### src/rtl/acc_ctrl_pkg.sv
// rtl/acc_ctrl_pkg.sv - shared types, default widths and headroom helper for the accumulator window sequencer
package acc_ctrl_pkg;

    localparam int DIN_WIDTH_DEF = 16;
    localparam int ACC_WIDTH_DEF = 32;
    localparam int LEN_WIDTH_DEF = 17;
    localparam int CNT_WIDTH_DEF = 32;

    typedef enum logic [1:0] {
        IDLE = 2'd0,
        ARM  = 2'd1,
        RUN  = 2'd2,
        STOP = 2'd3
    } state_e;

    // Longest window whose sum of full-scale unsigned inputs still fits the accumulator.
    function automatic longint unsigned max_len(input int acc_w, input int din_w);
        return 64'd1 << (acc_w - din_w);
    endfunction

endpackage

### src/rtl/win_counter.sv
// rtl/win_counter.sv - modulo-len valid counter; boundary_o flags that the next valid opens a window
module win_counter #(
    parameter int W = 17
) (
    input  logic         clk,
    input  logic         rst,
    input  logic         clr_i,
    input  logic         inc_i,
    input  logic [W-1:0] len_i,
    output logic         boundary_o
);

    logic [W-1:0] cnt_q;
    logic [W-1:0] cnt_d;
    logic [W-1:0] cnt_inc;

    assign cnt_inc = cnt_q + W'(1);

    always_comb begin
        cnt_d = cnt_q;
        if (clr_i) begin
            cnt_d = '0;
        end else if (inc_i) begin
            cnt_d = (cnt_inc >= len_i) ? '0 : cnt_inc;
        end
    end

    always_ff @(posedge clk or posedge rst) begin
        if (rst) begin
            cnt_q <= '0;
        end else begin
            cnt_q <= cnt_d;
        end
    end

    assign boundary_o = (cnt_q == '0);

endmodule

### src/rtl/acc_window_ctrl.sv
// rtl/acc_window_ctrl.sv - window sequencer producing valid/done/qualified-dump strobes for the accumulator bank
module acc_window_ctrl
    import acc_ctrl_pkg::*;
#(
    parameter int DIN_WIDTH   = DIN_WIDTH_DEF,
    parameter int ACC_WIDTH   = ACC_WIDTH_DEF,
    parameter int LEN_WIDTH   = LEN_WIDTH_DEF,
    parameter int CNT_WIDTH   = CNT_WIDTH_DEF,
    parameter int DEFAULT_LEN = 1024,
    parameter int SYNC_EN     = 1
) (
    input  logic                 clk,
    input  logic                 rst,
    input  logic                 en,
    input  logic                 sync_in,
    input  logic [LEN_WIDTH-1:0] cfg_len,
    input  logic                 cfg_load,
    input  logic                 din_valid_in,
    output logic                 acc_valid_out,
    output logic                 acc_done_out,
    output logic                 dump_qual,
    output logic [CNT_WIDTH-1:0] win_cnt,
    output logic                 busy,
    output logic                 cfg_err
);

    localparam longint unsigned MAX_LEN = max_len(ACC_WIDTH, DIN_WIDTH);

    if (DEFAULT_LEN < 1 || 64'(DEFAULT_LEN) > MAX_LEN) begin : g_bad_default_len
        $error("acc_window_ctrl: DEFAULT_LEN outside 1..MAX_LEN");
    end

    state_e               state_q, state_d;
    logic [LEN_WIDTH-1:0] len_q;
    logic                 cfg_err_q;
    logic                 first_q;
    logic [CNT_WIDTH-1:0] win_cnt_q;
    logic                 acc_valid_q, acc_done_q, dump_qual_q, busy_q;
    logic                 take, boundary, cnt_clr, cfg_ok, arm_entry;

    win_counter #(.W(LEN_WIDTH)) u_win_counter (
        .clk        (clk),
        .rst        (rst),
        .clr_i      (cnt_clr),
        .inc_i      (take),
        .len_i      (len_q),
        .boundary_o (boundary)
    );

    assign cfg_ok    = (cfg_len != '0) && (64'(cfg_len) <= MAX_LEN);
    assign arm_entry = (state_q == IDLE) && en;

    // take marks a valid that belongs to a window; only RUN and STOP feed the accumulators.
    always_comb begin
        state_d = state_q;
        cnt_clr = 1'b0;
        take    = 1'b0;
        case (state_q)
            IDLE: begin
                if (en) state_d = ARM;
            end
            ARM: begin
                cnt_clr = 1'b1;
                if (!en)                          state_d = IDLE;
                else if (SYNC_EN == 0 || sync_in) state_d = RUN;
            end
            RUN: begin
                take = din_valid_in;
                if (!en) state_d = STOP;
            end
            STOP: begin
                take = din_valid_in;
                if (en)                    state_d = RUN;
                else if (take && boundary) state_d = IDLE;
            end
            default: state_d = IDLE;
        endcase
    end

    always_ff @(posedge clk or posedge rst) begin
        if (rst) begin
            state_q     <= IDLE;
            len_q       <= LEN_WIDTH'(DEFAULT_LEN);
            cfg_err_q   <= 1'b0;
            first_q     <= 1'b1;
            win_cnt_q   <= '0;
            acc_valid_q <= 1'b0;
            acc_done_q  <= 1'b0;
            dump_qual_q <= 1'b0;
            busy_q      <= 1'b0;
        end else begin
            state_q     <= state_d;
            acc_valid_q <= take;
            acc_done_q  <= take & boundary;
            dump_qual_q <= take & boundary & ~first_q;
            busy_q      <= (state_q != IDLE);

            if (state_q == IDLE && cfg_load) begin
                cfg_err_q <= ~cfg_ok;
                if (cfg_ok) len_q <= cfg_len;
            end

            if (arm_entry)              first_q <= 1'b1;
            else if (take && boundary)  first_q <= 1'b0;

            // Count lands the cycle after the qualified dump strobe is seen downstream.
            if (arm_entry)        win_cnt_q <= '0;
            else if (dump_qual_q) win_cnt_q <= win_cnt_q + CNT_WIDTH'(1);
        end
    end

    assign acc_valid_out = acc_valid_q;
    assign acc_done_out  = acc_done_q;
    assign dump_qual     = dump_qual_q;
    assign win_cnt       = win_cnt_q;
    assign busy          = busy_q;
    assign cfg_err       = cfg_err_q;

endmodule
### config.mk
export PLATFORM = sky130hd
export DESIGN_NAME = acc_window_ctrl
export DESIGN_NICKNAME = d
export VERILOG_FILES = /design/src/rtl/acc_ctrl_pkg.sv /design/src/rtl/win_counter.sv /design/src/rtl/acc_window_ctrl.sv
export SDC_FILE = /design/constraint.sdc
export NUM_CORES = 1
export LEC_CHECK = 0
export ABC_AREA = 1
export BUFFER_PORTS_ARGS = -buffer_cell sky130_fd_sc_hd__buf_2
export CORE_MARGIN = 1
export CORE_UTILIZATION = 30
export DETAILED_ROUTE_END_ITERATION = 10
export GPL_ROUTABILITY_DRIVEN = 0
export SLEW_MARGIN = 20
export SYNTH_ARGS = -nofsm -noshare
export SYNTH_HDL_FRONTEND = slang
export SYNTH_SLANG_ARGS = --single-unit
### constraint.sdc
create_clock -name clk -period 5.9 [get_ports clk]
set_input_delay 0.295 -clock clk [delete_from_list [all_inputs] [get_ports clk]]
set_output_delay 0.295 -clock clk [all_outputs]
set_load 0.05 [all_outputs]
==> impl_metrics.toml, run 1 <==
[status]
status = "completed"

[layout]
nets = 791
drive_above_1_share_pct = 15.1
fillers = 1679
layout_commonest_cell = "nand2_1"
diodes = 0
final_cell_mix = "217 x nand2_1, 97 x nor2_1, 88 x inv_1, 72 x dfrtp_1, 59 x buf_2"
fin_cells = 964
syn_to_final_growth_pct = 17.5
utilization_pct = 36.5

[clock_tree]
cts_buffers = 9
tritoncts = "yes"
htreeDepth = 3
cts_buffer_depth = 2
holdBufCountCts = 0
postCtsSetupBuffers = 0
clk_transition_reported_paths_ns = 0.06
cts_sinks = 74
clock_latency_ns = 0.34
cts_root_buf = "clkbuf_16"
cts_resized = 0

[global_route]
grt_max_degree = 75
grt_pass1_vias = 4140
grt_use_total_pct = 15.6
antenna_found_initial = 0
grt_overflow_total = 0
grt_pass1_wl_um = 20100

[floorplanning]
fp.dieH_um = 128
die_w_um = 128
rows = 45
core_area_um2 = 15400
start_util_pct = 31.1
io_pins = 60
die_area_um2 = 16400

[placement]
port_buffers = 59
dp_hpwl_um = 8830
placed_cells = 948

[sta]
finalHoldViolCount = 0
worst_pin_slew_ns = 0.959
fin_crit_sh_pct = 45.7
period_needed_ns = 2.70
max_freq_mhz = 371
finClkSkew_ns = 0.00753
rsz0062_at_grt = "no"
final_max_slew_viol_count = 0
finalSetupViolations = 0
relSlewSlack_pct = 36.1
tns_ns = 0

[logic_synthesis]
synth_fp_nets = 731
synth.distinct_cells = 38
netlist_area_um2 = 4770
yosys_warnings = 0
synth-seq-cells = 74
postSynthCellCount = 688
avgSynthCellArea_um2 = 6.94
yosysSeqAreaShare_pct = 38.8

[worst_hold_path]
hp-start = "cfg_len[4]"
hold_depth = 3
hold_end = "len_q[4]"
min_path_type = "in -> reg"

[worst_setup_path]
crit_path_max_fanout = 17
timing.rr.end = "u_win_counter.cnt_q[11]"
crit_required_ns = 6.13
startpoint_type = "flop"
r2r_setup_slack_ns = 3.20
path_cells = "ha_1 -> nand2_1 -> nor3_2 -> nand2_1 -> nand2_1 -> nand2_1 -> ha_1 -> nand2_1 -> nor2_1 -> nand2_1 -> inv_1 -> nand2_2 -> nand3_1 -> nand2_1"
crit_buf_inv = 1
path_common_cell = "nand2_1"
r2r-start = "u_win_counter.cnt_q[0]"
reg2reg_depth = 14
cp_slowest_cell = "dfrtp_1"
critPathMaxStageDelay_ns = 0.45
critPathCaptureType = "flop"
critical-path-top-delay-family = "simple AND/OR/NAND/NOR gates"
crit_arrival_ns = 2.93
criticalPathCategory = "reg -> reg"

[route]
postRouteAntennaNets = 0
viasPerCell = 4.51
routed_wl_um = 11900
route.detailed.wl_per_inst_um = 12.4
vias = 4352
firstDrtPassIters = 4
drc = 0
drtIter0Drc = 244

[power]
leakage_nw = 2.81
powerDensity_nw_per_um2 = 320
ir_worst_vdd_mv = 0.146

[run]
drv_cap = 0
-- per-stage QoR --
stage | setup slack [ns] | total power [mW] | hold slack [ns] | cell area, um^2
floorplan | 3.53 | 1.07 | 0.425 | 4770
global placement | 3.28 | 1.19 | 0.452 | 5280
detailed placement | 3.23 | 1.20 | 0.455 | 5280
CTS | 3.20 | 1.82 | 0.196 | 5610
global route | 2.87 | 1.92 | 0.217 | 5610
finish | 3.20 | 1.80 | 0.208 | 5610
-- Yosys cell counts --
master / number / area, um^2
nor2_2: 8 / 50.1
a21boi_2: 1 / 11.3
xor2_1: 9 / 78.8
and2_1: 1 / 6.26
clkbuf_2: 1 / 5.00
nand4_1: 15 / 93.8
buf_8: 1 / 15.0
ha_1: 20 / 250
nand3b_1: 2 / 15.0
nor2_1: 97 / 364
clkbuf_1: 3 / 11.3
nor2_4: 4 / 45.0
a31oi_1: 1 / 6.26
nor3_2: 1 / 10.0
nor3_1: 15 / 75.1
o31ai_1: 1 / 7.51
and3_1: 1 / 6.26
buf_2: 6 / 30.0
a21oi_2: 1 / 8.76
dfrtp_1: 72 / 1800
a21oi_1: 19 / 95.1
inv_1: 89 / 334
clkinv_1: 1 / 3.75
nand2_4: 1 / 11.3
dfstp_2: 2 / 52.6
inv_2: 2 / 7.51
nor3b_1: 2 / 15.0
xnor2_1: 2 / 17.5
nand2_2: 7 / 43.8
a21boi_0: 1 / 7.51
o21a_1: 3 / 22.5
o21ai_2: 1 / 8.76
nand2b_1: 1 / 6.26
nand3_2: 8 / 80.1
nand2_1: 217 / 815
o21ai_0: 24 / 120
or2_2: 1 / 6.26
nand3_1: 47 / 235
-- tightest hold or removal path: stages --
cell and delay [ns]:
buf_2 0.10, inv_1 0.04, o21ai_0 0.07
-- cell families (layout without fill, tap and decap cells) --
family                   after synthesis  count (layout)  share of synthesized area [%]
AO/OA/AOI/OAI                         52              52                           6.03
XOR/XNOR                              11              11                           2.02
adder cells (fa/ha/maj)               20              20                           5.24
buffers and inverters                103             168                           8.52
flip-flops                            74              74                           38.8
AND/OR/NAND/NOR                      428             428                           39.3
-- power breakdown --
| part | switching, mW | internal, mW | leakage, nW | total (mW) |
|---|---|---|---|---|
| clock network | 0.228 | 0.383 | 0.163 | 0.610 |
| logic | 0.362 | 0.150 | 1.66 | 0.512 |
| registers | 0.0730 | 0.601 | 0.988 | 0.674 |
| total | 0.662 | 1.13 | 2.81 | 1.80 |
-- how the worst max path moves through the flow --
stage                                       from                       to  slack (ns)  depth (start not counted)
after detailed placement  u_win_counter.cnt_q[0]  u_win_counter.cnt_q[14]        3.23                         14
final                     u_win_counter.cnt_q[0]  u_win_counter.cnt_q[11]        3.20                         14
after global placement    u_win_counter.cnt_q[0]   u_win_counter.cnt_q[8]        3.28                         14
after global routing      u_win_counter.cnt_q[0]  u_win_counter.cnt_q[11]        2.87                         16
after CTS                 u_win_counter.cnt_q[0]  u_win_counter.cnt_q[11]        3.20                         14
after floorplan           u_win_counter.cnt_q[0]  u_win_counter.cnt_q[11]        3.53                         17
-- sequential cells by signal, indices dropped and copies added, names as in the netlist, named ones only --
signal               count
u_win_counter.cnt_q     17
acc_valid_out            1
cfg_err                  1
len_q                   17
acc_done_out             1
dump_qual                1
win_cnt                 32
first_q                  1
state_q                  1
busy                     1
-- metal layers --
| metal | GRT usage [%] | wire length (um) | vias to the layer above |
|---|---|---|---|
| met5 | 0 | 0 | - |
| met4 | 4.36 | 74 | 0 |
| met3 | 3.05 | 504 | 6 |
| met2 | 26.5 | 5730 | 89 |
| met1 | 20.0 | 5620 | 1969 |
| li1 | - | - | 2288 |
-- layout make-up --
type / count / area [um^2] / share of cell area (%)
clock inverter: 6 / 87.6 / 1.56
inverter: 92 / 347 / 6.18
multi-input combinational: 511 / 2510 / 44.8
timing repair buffer: 60 / 303 / 5.40
sequential: 74 / 1850 / 33.1
tap: 211 / 264 / 4.71
clock buffer: 10 / 239 / 4.26
Note: power is estimated with default switching activity, not from simulation.
==> run 2, diff against run 1 <==
Settings changed: ABC_AREA 1 to 0.
Clock period 5.9 ns to 2.44 ns, I/O delays scaled along.
==> impl_metrics.toml, run 2 <==
[status]
status = "finished with violations"
failed_checks = "setup timing"

[route]
route.detailed.wl_per_inst_um = 13.4
vias = 3458
postRouteAntennaNets = 0
drtIter0Drc = 155
firstDrtPassIters = 6
routed_wl_um = 9480
drc = 0
viasPerCell = 4.88

[placement]
placed_cells = 680
dp_hpwl_um = 6940
dp_slack_ns = -0.592
port_buffers = 59
postPlaceCellArea_um2 = 4830

[logic_synthesis]
async_flop_share_pct = 100
netlist_area_um2 = 4030
yosys-top-cells-count = "72 x dfrtp_1, 49 x nand2_1, 39 x nor2_1"
avgSynthCellArea_um2 = 9.58
synth_top_cell_area_share_pct = 44.7
synth.distinct_cells = 43
yosys_warnings = 0
post-synth-top-count-cell = "dfrtp_1"
synthFlopType = "dfrtp_1"
synth_edf_count = 0
yosysSeqAreaShare_pct = 46.0
synthTopCellsByArea = "dfrtp_1 45%, ha_1 6.2%, mux2_2 4.7%"
synth_fp_nets = 464
postSynthCellCount = 421
synth_area_leader_cell = "dfrtp_1"
synth-seq-cells = 74

[layout]
utilization_pct = 41.5
final_cell_mix = "72 x dfrtp_1, 59 x buf_2, 47 x buf_4, 45 x nand2_1, 39 x nor2_1"
diodes = 0
largest_reg_flops = 32
final_area_um2 = 5350
syn_to_final_growth_pct = 32.5
nets = 575
drive_above_1_share_pct = 32.8
layout_commonest_cell = "dfrtp_1"
fin_cells = 709

[sta]
tns_ns = -7.44
hold_slack_ns = 0.0242
finalSetupViolations = 17
relSlewSlack_pct = 62.6
layout_setup_ws_ns = -0.504
final_max_slew_viol_count = 0
fin_crit_sh_pct = 121
max_freq_mhz = 340
finalHoldViolCount = 0
period_needed_ns = 2.94
worst_pin_slew_ns = 0.560
rsz0062_at_grt = "yes"
finClkSkew_ns = 0.0103

[floorplanning]
core_area_um2 = 12900
die_w_um = 118
die_area_um2 = 13900
io_pins = 60
rows = 41
start_util_pct = 31.3
fp.dieH_um = 118

[global_route]
antenna_found_initial = 0
grt_use_total_pct = 14.3
grt_pass1_wl_um = 16000
grt_pass1_vias = 3497
grt_overflow_total = 0
grt_max_degree = 51

[run]
drv_cap = 0

[worst_setup_path]
r2r-start = "u_win_counter.cnt_q[0]"
crit_start = "u_win_counter.cnt_q[0]"
critPathCaptureType = "flop"
crit_arrival_ns = 3.17
crit_path_max_fanout = 5
r2r_setup_slack_ns = -0.50
crit_required_ns = 2.67
criticalPathCategory = "reg -> reg"
startpoint_type = "flop"

[power]
powerDensity_nw_per_um2 = 791
p_total_mw = 4.23
leakage_nw = 2.74
ir_worst_vdd_mv = 0.449

[worst_hold_path]
min_path_type = "in -> reg"
hp-start = "cfg_len[2]"

[clock_tree]
htreeDepth = 3
cts_buffers = 9
clk_transition_reported_paths_ns = 0.06
clock_latency_ns = 0.35
cts_root_buf = "clkbuf_16"
cts_buffer_depth = 2
cts_sinks = 74
tritoncts = "yes"
==> run 2: area by class of cell <==
type	count	area [um^2]
fill	1269	7530
multi-input combinational	307	2150
tap	172	215
clock inverter	2	37.5
sequential	74	1850
timing repair buffer	111	711
clock buffer	14	264
inverter	29	109
==> run 2: critical path: stages, from the launching register on <==
cell and delay, ns:
dfrtp_1 0.37, and4_1 0.22, and4_4 0.25, nand4_1 0.13
and2_4 0.17, or2_1 0.20, ha_1 0.29, nand4_1 0.11
or4_4 0.46, o211ai_4 0.27, buf_4 0.16, a21oi_1 0.04
a21o_1 0.15
==> run 2: cell families after synthesis <==
group	after synthesis	share of synthesized area [%]
compound gates	61	8.96
xor+xnor	33	7.16
fa+ha+maj	20	6.20
buf+inv	40	3.81
flops	74	46.0
mux	18	4.99
simple gates	175	22.9
==> run 2: metal layers <==
metal / vias up / routed length [um] / track usage (%)
li1: 1685 / - / -
met1: 1693 / 4320 / 17.0
met2: 65 / 4680 / 24.5
met3: 15 / 353 / 3.97
met4: 0 / 135 / 5.29
met5: - / 0 / 0
==> run 2: what timing repair did <==
item                                   4_1_cts  5_1_grt
pin swaps                                   19       10
setup endpoints to repair                   17       17
hold buffers                                 2        0
endpoints found under the hold margin       25        0
buffers inserted                             8        3
resized for setup                           19       12
==> run 2: power breakdown <==
group	leakage, nW	internal (mW)	total (mW)	switching, mW
registers	0.982	1.46	1.61	0.150
clock network	0.143	0.849	1.36	0.506
logic	1.62	0.543	1.26	0.722
total	2.74	2.85	4.23	1.38
==> run 2: path summary, 6_finish.rpt <==
path,endpoint,cells after the start
setup / recovery,u_win_counter.cnt_q[16],12
hold / removal,len_q[2],2
setup reg to reg,u_win_counter.cnt_q[16],12
hold reg to reg,dump_qual,1
max in group asynchronous,len_q[10],4
min in group asynchronous,win_cnt[13],3
==> run 3, diff against run 2 <==
==> constraint.sdc (replaced) <==
create_clock -name clk -period 2.44 [get_ports clk]
set_input_delay 0.488 -clock clk [delete_from_list [all_inputs] [get_ports clk]]
set_output_delay 0.488 -clock clk [all_outputs]
set_load 0.05 [all_outputs]
==> impl_metrics.toml, run 3 (synthesized netlist as in run 2, its figures left out) <==
[layout]
syn_to_final_growth_pct = 32.7
fillers = 1246
diodes = 0
final_cell_mix = "72 x dfrtp_1, 59 x buf_2, 46 x nand2_1, 44 x buf_4, 38 x nor2_1"
layout_commonest_cell = "dfrtp_1"
largest_reg_flops = 32
nets = 574
drive_above_1_share_pct = 33.0

[sta]
rsz0062_at_grt = "yes"
finalSetupViolations = 17
layout_setup_ws_ns = -0.545
finalHoldViolCount = 0
final_max_slew_viol_count = 0
period_needed_ns = 2.99
tns_ns = -8.22
fin_crit_sh_pct = 122
max_freq_mhz = 335
finClkSkew_ns = 0.00789
hold_slack_ns = 0.234
relSlewSlack_pct = 57.5
worst_pin_slew_ns = 0.637

[worst_setup_path]
startpoint_type = "flop"
criticalPathCategory = "reg -> reg"
crit_path_max_fanout = 7
critPathCaptureType = "flop"
crit_arrival_ns = 3.21
crit_required_ns = 2.67

[run]
drv_cap = 0

[global_route]
antenna_found_initial = 0
grt_overflow_total = 0
grt_pass1_wl_um = 16500
grt_pass1_vias = 3538
busiest_layer = "met2"
grt_max_degree = 27
grt_util_met1_pct = 17.9
met2_usage_pct = 24.8
use_met3_pct = 3.88
grt_use_total_pct = 14.8

[route]
vias = 3457
drtIter0Drc = 150
routed_wl_um = 9430
firstDrtPassIters = 4
postRouteAntennaNets = 0
drc = 0
route.detailed.wl_per_inst_um = 13.3
viasPerCell = 4.88

[floorplanning]
die_w_um = 118
start_util_pct = 31.3
fp.dieH_um = 118
rows = 41
die_area_um2 = 13900
core_area_um2 = 12900
io_pins = 60

[worst_hold_path]
min_path_type = "in -> async"

[placement]
port_buffers = 59
dp_hpwl_um = 6820
dp_slack_ns = -0.608

[clock_tree]
cts_buffers = 9
clock_latency_ns = 0.34
cts_root_buf = "clkbuf_16"
cts_sinks = 74
tritoncts = "yes"
htreeDepth = 3
cts_buffer_depth = 2
clk_transition_reported_paths_ns = 0.06
holdBufCountCts = 0

[status]
failed_checks = "setup timing"
status = "finished with violations"

[power]
powerDensity_nw_per_um2 = 795
ir_worst_vdd_mv = 0.398
leakage_nw = 2.73
[run 3: layout make-up]
type | count | area [um^2] | share of cell area (%)
multi-input combinational | 307 | 2150 | 40.1
sequential | 74 | 1850 | 34.7
timing repair buffer | 110 | 731 | 13.7
clock buffer | 10 | 229 | 4.28
tap | 172 | 215 | 4.02
inverter | 29 | 109 | 2.03
clock inverter | 6 | 65.1 | 1.22
[run 3: metrics by stage]
| stage | total power, mW | area [um^2] | cells | utilization [%] |
|---|---|---|---|---|
| floorplan | 2.43 | 4070 | 421 | - |
| global placement | 2.78 | 4870 | 681 | 37.8 |
| detailed placement | 2.83 | 4870 | 681 | 37.8 |
| CTS | 4.24 | 5290 | 705 | 41.1 |
| global route | 4.53 | 5350 | 708 | 41.6 |
| finish | 4.25 | 5350 | 708 | 41.6 |
[run 3: worst max-delay path: stages, from the launching register on]
cell      delay, ns
dfrtp_1        0.38
buf_6          0.11
and4_1         0.19
and4_4         0.24
nand4_1        0.10
and2_1         0.16
or2_1          0.20
ha_1           0.30
nand4_1        0.12
or4_4          0.46
o211ai_4       0.25
buf_6          0.16
a21oi_2        0.03
a21o_1         0.16
[run 3: repair_timing]
item / CTS / global route
pin swaps: 14 / 9
buffers inserted: 8 / 3
endpoints found under the setup margin: 17 / 17
cloned: 0 / 0
resized for setup: 21 / 11
hold endpoints to repair: 0 / 0
[run 3: layer usage]
metal	wire length, um	share of wire [%]
met1	4230	45
met2	4660	49
met3	386	4.1
met4	155	1.6
met5	0	0
[run 3: final timing paths]
| kind | slack [ns] | cells after the start | to | start |
|---|---|---|---|---|
| min reg2reg | 0.50 | 1 | dump_qual | first_q |
| max | -0.55 | 13 | u_win_counter.cnt_q[2] | u_win_counter.cnt_q[0] |
| min | 0.23 | 2 | u_win_counter.cnt_q[12] | rst |
| min in group clk | 0.36 | 2 | cfg_err | cfg_load |
| max in group asynchronous | 1.64 | 3 | len_q[2] | rst |
| max reg2reg | -0.55 | 13 | u_win_counter.cnt_q[2] | u_win_counter.cnt_q[0] |
[run 3: power by group]
| group | total (mW) | internal [mW] | switching [mW] | leakage, nW |
|---|---|---|---|---|
| logic | 1.32 | 0.570 | 0.749 | 1.60 |
| registers | 1.61 | 1.45 | 0.151 | 0.982 |
| clock network | 1.33 | 0.793 | 0.535 | 0.143 |
| total | 4.25 | 2.82 | 1.43 | 2.73 |
